<file path="src/rtl/serial_adder_ctrl.sv">
// Bit-serial adder/subtractor: one result bit per clock, LSB first, through a
// single full-adder cell and one carry flop. Results appear only when complete.
module serial_adder_ctrl #(
  parameter int WIDTH = 8
) (
  input  logic             clk,
  input  logic             rst,
  input  logic             start,
  input  logic             sub,
  input  logic [WIDTH-1:0] a,
  input  logic [WIDTH-1:0] b,
  output logic             busy,
  output logic             done,
  output logic [WIDTH-1:0] sum,
  output logic             cout
);

  localparam int CW = $clog2(WIDTH);
  localparam logic [CW-1:0] LAST = CW'(WIDTH - 1);

  typedef enum logic [1:0] {
    IDLE  = 2'd0,
    SHIFT = 2'd1,
    DONE  = 2'd2
  } state_t;

  state_t           state;
  logic [CW-1:0]    cnt;
  logic             carry;
  logic             sub_r;
  logic [WIDTH-1:0] a_sr;
  logic [WIDTH-1:0] b_sr;
  logic [WIDTH-1:0] res_sr;

  // {carry, sum} of a half-adder cell
  function automatic logic [1:0] half_add(input logic x, input logic y);
    return {x & y, x ^ y};
  endfunction

  logic       b_bit;
  logic [1:0] ha0;
  logic [1:0] ha1;
  logic       s_bit;
  logic       c_nxt;
  logic [WIDTH-1:0] res_nxt;

  always_comb begin
    b_bit   = b_sr[0] ^ sub_r;
    ha0     = half_add(a_sr[0], b_bit);
    ha1     = half_add(ha0[0], carry);
    s_bit   = ha1[0];
    c_nxt   = ha0[1] | ha1[1];
    // New bits enter at the MSB so after WIDTH shifts bit 0 sits at the LSB.
    res_nxt = {s_bit, res_sr[WIDTH-1:1]};
  end

  always_ff @(posedge clk) begin
    if (rst) begin
      state  <= IDLE;
      cnt    <= '0;
      carry  <= 1'b0;
      sub_r  <= 1'b0;
      a_sr   <= '0;
      b_sr   <= '0;
      res_sr <= '0;
      busy   <= 1'b0;
      done   <= 1'b0;
      sum    <= '0;
      cout   <= 1'b0;
    end else begin
      case (state)
        IDLE: begin
          done <= 1'b0;
          if (start) begin
            a_sr   <= a;
            b_sr   <= b;
            sub_r  <= sub;
            carry  <= sub;
            cnt    <= '0;
            res_sr <= '0;
            busy   <= 1'b1;
            state  <= SHIFT;
          end else begin
            busy <= 1'b0;
          end
        end
        SHIFT: begin
          carry  <= c_nxt;
          res_sr <= res_nxt;
          a_sr   <= a_sr >> 1;
          b_sr   <= b_sr >> 1;
          cnt    <= cnt + CW'(1);
          if (cnt == LAST) begin
            sum   <= res_nxt;
            cout  <= c_nxt;
            busy  <= 1'b0;
            done  <= 1'b1;
            state <= DONE;
          end
        end
        DONE: begin
          busy  <= 1'b0;
          done  <= 1'b0;
          state <= IDLE;
        end
        default: begin
          busy  <= 1'b0;
          done  <= 1'b0;
          state <= IDLE;
        end
      endcase
    end
  end

endmodule

</file>
<file path="config.mk">
export PLATFORM = sky130hd
export DESIGN_NAME = serial_adder_ctrl
export DESIGN_NICKNAME = d
export VERILOG_FILES = /design/src/rtl/serial_adder_ctrl.sv
export SDC_FILE = /design/constraint.sdc
export NUM_CORES = 1
export LEC_CHECK = 0
export ABC_AREA = 1
export BUFFER_PORTS_ARGS = -buffer_cell sky130_fd_sc_hd__buf_2
export CORE_MARGIN = 2
export CORE_UTILIZATION = 25
export DETAILED_ROUTE_END_ITERATION = 10
export PLACE_DENSITY = 0.4
export SETUP_SLACK_MARGIN = 0.02
export SLEW_MARGIN = 0
export SYNTH_ARGS = -nofsm -noshare
export SYNTH_HDL_FRONTEND = slang
export SYNTH_SLANG_ARGS = --single-unit
export TNS_END_PERCENT = 5
</file>
<file path="constraint.sdc">
create_clock -name clk -period 1.7 [get_ports clk]
set_clock_uncertainty 0.2 [all_clocks]
set_input_delay 0.085 -clock clk [delete_from_list [all_inputs] [get_ports clk]]
set_output_delay 0.085 -clock clk [all_outputs]
set_load 0.005 [all_outputs]
</file>
[Word-level counts from Yosys, hierarchy flattened]
Index checks and enable logic that the tools add are counted.
Word-level totals
  input port bits: 20
  register bits after elaboration: 42
  output and inout port bits: 11
  word-level logic and storage cells: 46
Operators by class
  reductions and logical operators: 7
  multiplexer cells: 16
  $add $sub $neg: 1
  bitwise operators: 7
  equal/unequal tests: 4
Operators by type and width (number)
  $pmux W8 S2: 3
  $mux W8: 3
  $reduce_and A2 Y1: 4
  $pmux W3 S2: 1
  $mux W2: 2
  $ne A2 B2 Y1 const B: 2
  $pmux W1 S2: 2
  $pmux W2 S2: 1
  $add A3 B1 Y3 const B: 1
  $eq A3 B3 Y1 const B: 1
  $mux W1: 3
  $mux W3: 1
  $xor A1 B1 Y1: 3
  $and A1 B1 Y1: 2
  $eq A2 B1 Y1 const B: 1
  $logic_not A2 Y1: 1
  $reduce_bool A2 Y1: 1
  $reduce_or A2 Y1: 1
  $not A1 Y1: 1
  $or A1 B1 Y1: 1

[Logic depth before layout (Yosys ltp)]
  word-level depth: 5
  mapped depth: 7
  depth with buffers taken out: 6

[Least setup slack after synthesis]
OpenSTA, ideal clock, no wires.
  kind: reg-to-reg
  from: register cnt[0]
  to: register sum[2]
  library setup time: 0.113 ns
  data required time: 1.387 ns
  slack: 0.355 ns
  buffers on the path: 1
  period minus slack after synthesis: 1.345 ns
  cell stages (with the launch flop): 7
  arrival time: 1.033 ns
  cells stage by stage: dfxtp_1 > ha_1 > ha_1 > nand2_4 > buf_6 > nor2_1 > nor2_1
On the way
  word-level cells in the longest chain between the ends: 2
RTL lines
  start, declared: RTL line 28  | logic [CW-1:0] cnt;
  start signal, assigned: RTL line 92  | cnt <= cnt + CW'(1);
  $eq A3 B3 Y1: RTL line 93  | if (cnt == LAST) begin
  $reduce_and A2 Y1 (no line)
  end signal, assigned: RTL line 94  | sum <= res_nxt;
  end, declared: RTL line 14  | output logic [WIDTH-1:0] sum,
Every way passes these cells.
A chain may end at the register's enable or synchronous reset.

[Final worst setup path]
  from: register b_sr[0]
  to: register res_sr[7]
On the way
  word-level cells in the longest chain between the ends: 4
RTL lines
  start, declared: RTL line 32  | logic [WIDTH-1:0] b_sr;
  start signal, assigned: RTL line 91  | b_sr <= b_sr >> 1;
  $xor A1 B1 Y1: RTL line 48  | b_bit = b_sr[0] ^ sub_r;
  $xor A1 B1 Y1 (2 in a row): RTL line 37  | return {x & y, x ^ y};
  $pmux W8 S2: RTL line 71  | case (state)
  end signal, assigned: RTL line 89  | res_sr <= res_nxt;
  end, declared: RTL line 33  | logic [WIDTH-1:0] res_sr;
Every way passes these cells.

==> metrics.yaml <==
sta:
  grt_setup_unrepaired: "no"
  hold_ws_ns: 0.265
  setup_violations: 0
  fin_crit_sh: 0.848
  worstMarginPinSlew_ns: 0.329
  hold_viol: 0
  fin_crit_ns: 1.44
  slew_viol_final: 0
  timing.setup.tns_ns: 0
  maxSlewHeadroom: 0.780
  fmax_mhz: 693
setup_path:
  critical_path.slowest_cell: "fa_1"
  critical_path.top_delay_family: "adder cells"
  cp.arrival_ns: 1.47
  cpPeakStageDelay_ns: 0.48
  worst_setup_path_end_kind: "register"
  path_max_fanout: 2
  crit_required_ns: 1.73
  critPathLaunchType: "register"
  worstPathCellList: "xnor2_1, fa_1, o21ai_0"
  cp.buffers_inverters: 0
  criticalPathCategory: "register to register"
global_routing:
  grt_max_degree: 31
  antenna_found_initial: 0
  track_usage: 0.117
  grt_pass1_vias: 1618
  gr-total-overflow: 0
  grt_pass1_wl_mm: 7.76
logic_synthesis:
  netlist.area_leader.share: 0.444
  ys.warnings.count: 0
  synth_area_um2: 1850
  synthCells: 273
  synth_fp_nets: 296
  ys_types: 21
  synth_sequential_area_ratio: 0.444
  avgSynthCellArea_um2: 6.78
  netlist.top_cell.by_area: "dfxtp_1"
  ys_ff_latch: 41
  synth_area_leaders: "dfxtp_1 (44%), nand2_1 (18%), nor2_1 (9.7%)"
routing:
  vias_per_cell: 3.96
  drc: 0
  drt_iter0_drc: 67
  wl_per_cell_um: 10.4
  via_count: 1680
  firstDrtPassIters: 4
  drt_wl_total_mm: 4.43
  final_antenna_net_count: 0
pwr:
  pwr_density_cell_nw_per_um2: 936
  p_total_mw: 2.28
  cellLeakagePower_nw: 1.20
  vdd_drop_max_uv: 369
place:
  detailed_place_hpwl_mm: 2.97
  gp_congestion: 0.710
  port_buffers: 30
clock_network:
  cts_sinks: 41
  max-clock-path-buffers: 2
  clock_latency_ns: 0.29
  cts_root_buf: "clkbuf_8"
  cts_tree: "yes"
  numCtsBuffers: 5
  cts_max_level: 2
  clk_pin_slew_ns: 0.08
  post-cts-setup-buffers: 0
flow_run:
  drv_cap: 0
die:
  initial_core_util: 0.257
  die_x_um: 90.0
  core_area_um2: 7210
  dieArea_um2: 8110
  die_h_um: 90.0
  ios: 31
  rows: 31
finish:
  insertedDiodeCount: 0
  nNetsFinal: 347
  drive_gt1_frac: 0.163
  area_growth_pct: 31.4
  utilization: 0.337
worst_hold_path:
  hp-class: "register to register"
outcome:
  outcome: "complete, no violations"
==> placed cells by master (no fill, tap or decap), types with 2 or more instances in the layout <==
cell and instances:
buf_2 30, inv_1 26, nand3_1 26, dlygate4sd3_1 19, o21ai_1 3, dfxtp_1 41
nand2_1 91, nor2_1 48, bufinv_16 2, a21oi_1 12, clkbuf_8 5, o21ai_0 2
buf_4 8, ha_1 2, inv_2 2
==> routing by layer <==
layer | global-route usage | up-vias | share of wire
met3 | 0.0218 | 7 | 0.030
met1 | 0.163 | 718 | 0.53
li1 | - | 928 | -
met4 | 0.0423 | 0 | 0.013
met5 | 0 | - | 0
met2 | 0.180 | 27 | 0.43
==> power breakdown <==
part / internal (mW) / total, mW / leakage (nW) / switching, mW
Clock: 0.584 / 0.937 / 0.0681 / 0.353
Sequential: 1.01 / 1.04 / 0.335 / 0.0274
Combinational: 0.137 / 0.304 / 0.795 / 0.167
==> cells by family after synthesis <==
logic type	Yosys count	share of synthesized area
DFF	41	0.444
AOI/OAI and AO/OA	18	0.0507
and+or+nand+nor	168	0.368
xor gates and xnor gates	1	0.00473
buffers and inverters	42	0.109
adders and majority gates	3	0.0243
==> worst reg2reg max path: cells and delay by family, from the launching register on <==
family	cells	cell delay, ns
fa+ha+maj	1	0.48
flops	1	0.33
xor+xnor	1	0.22
compound gates	1	0.16
==> final cells by class <==
| cell class | count | area (um2) |
|---|---|---|
| fillers | 807 | 4780 |
| multi-input cells | 190 | 828 |
| flip-flops and latches | 41 | 821 |
| repair buffers | 58 | 420 |
| well taps | 99 | 124 |
| inverters | 28 | 105 |
| clock buffers | 5 | 68.8 |
| clock inverters | 3 | 65.1 |
==> sequential cells by signal, indices dropped and copies added, names as in the netlist <==
register  flops
b_sr          8
cout          1
sum           8
busy          1
state         2
carry         1
sub_r         1
done          1
a_sr          8
res_sr        7
cnt           3
==> per-stage QoR <==
stage / setup slack [ns] / cell area [um2] / cells
after floorplan: 0.355 / 1850 / 273
after global placement: 0.255 / 2110 / 397
after detailed placement: 0.249 / 2110 / 397
after CTS: 0.237 / 2430 / 424
after global routing: 0.126 / 2430 / 424
final: 0.258 / 2430 / 424
==> Yosys cell counts <==
cell type and count:
inv_1 26, dfxtp_1 41, nand2_4 1, buf_2 5
o21ai_1 3, buf_1 1, nor2_4 1, fa_1 1
nand2_2 1, buf_6 4, nor2_1 48, inv_2 2
nand3_1 26, buf_4 2, o21ai_2 1, o21ai_0 2
nand2_1 91, xnor2_1 1, ha_1 2, a21oi_1 12
clkbuf_1 2
==> timing repair <==
action / CTS / global route
resized for setup: 0 / 0
endpoints found under the hold margin: 28 / 0
hold buffers: 19 / 0
==> worst paths after layout <==
check,cells after the start,slack [ns],from,endpoint
setup / recovery,3,0.26,b_sr[0],res_sr[7]
hold / removal,2,0.27,a_sr[7],a_sr[7]
setup reg to reg,3,0.26,b_sr[0],res_sr[7]
hold reg to reg,2,0.27,a_sr[7],a_sr[7]
Power figures use the tool's default switching activity.
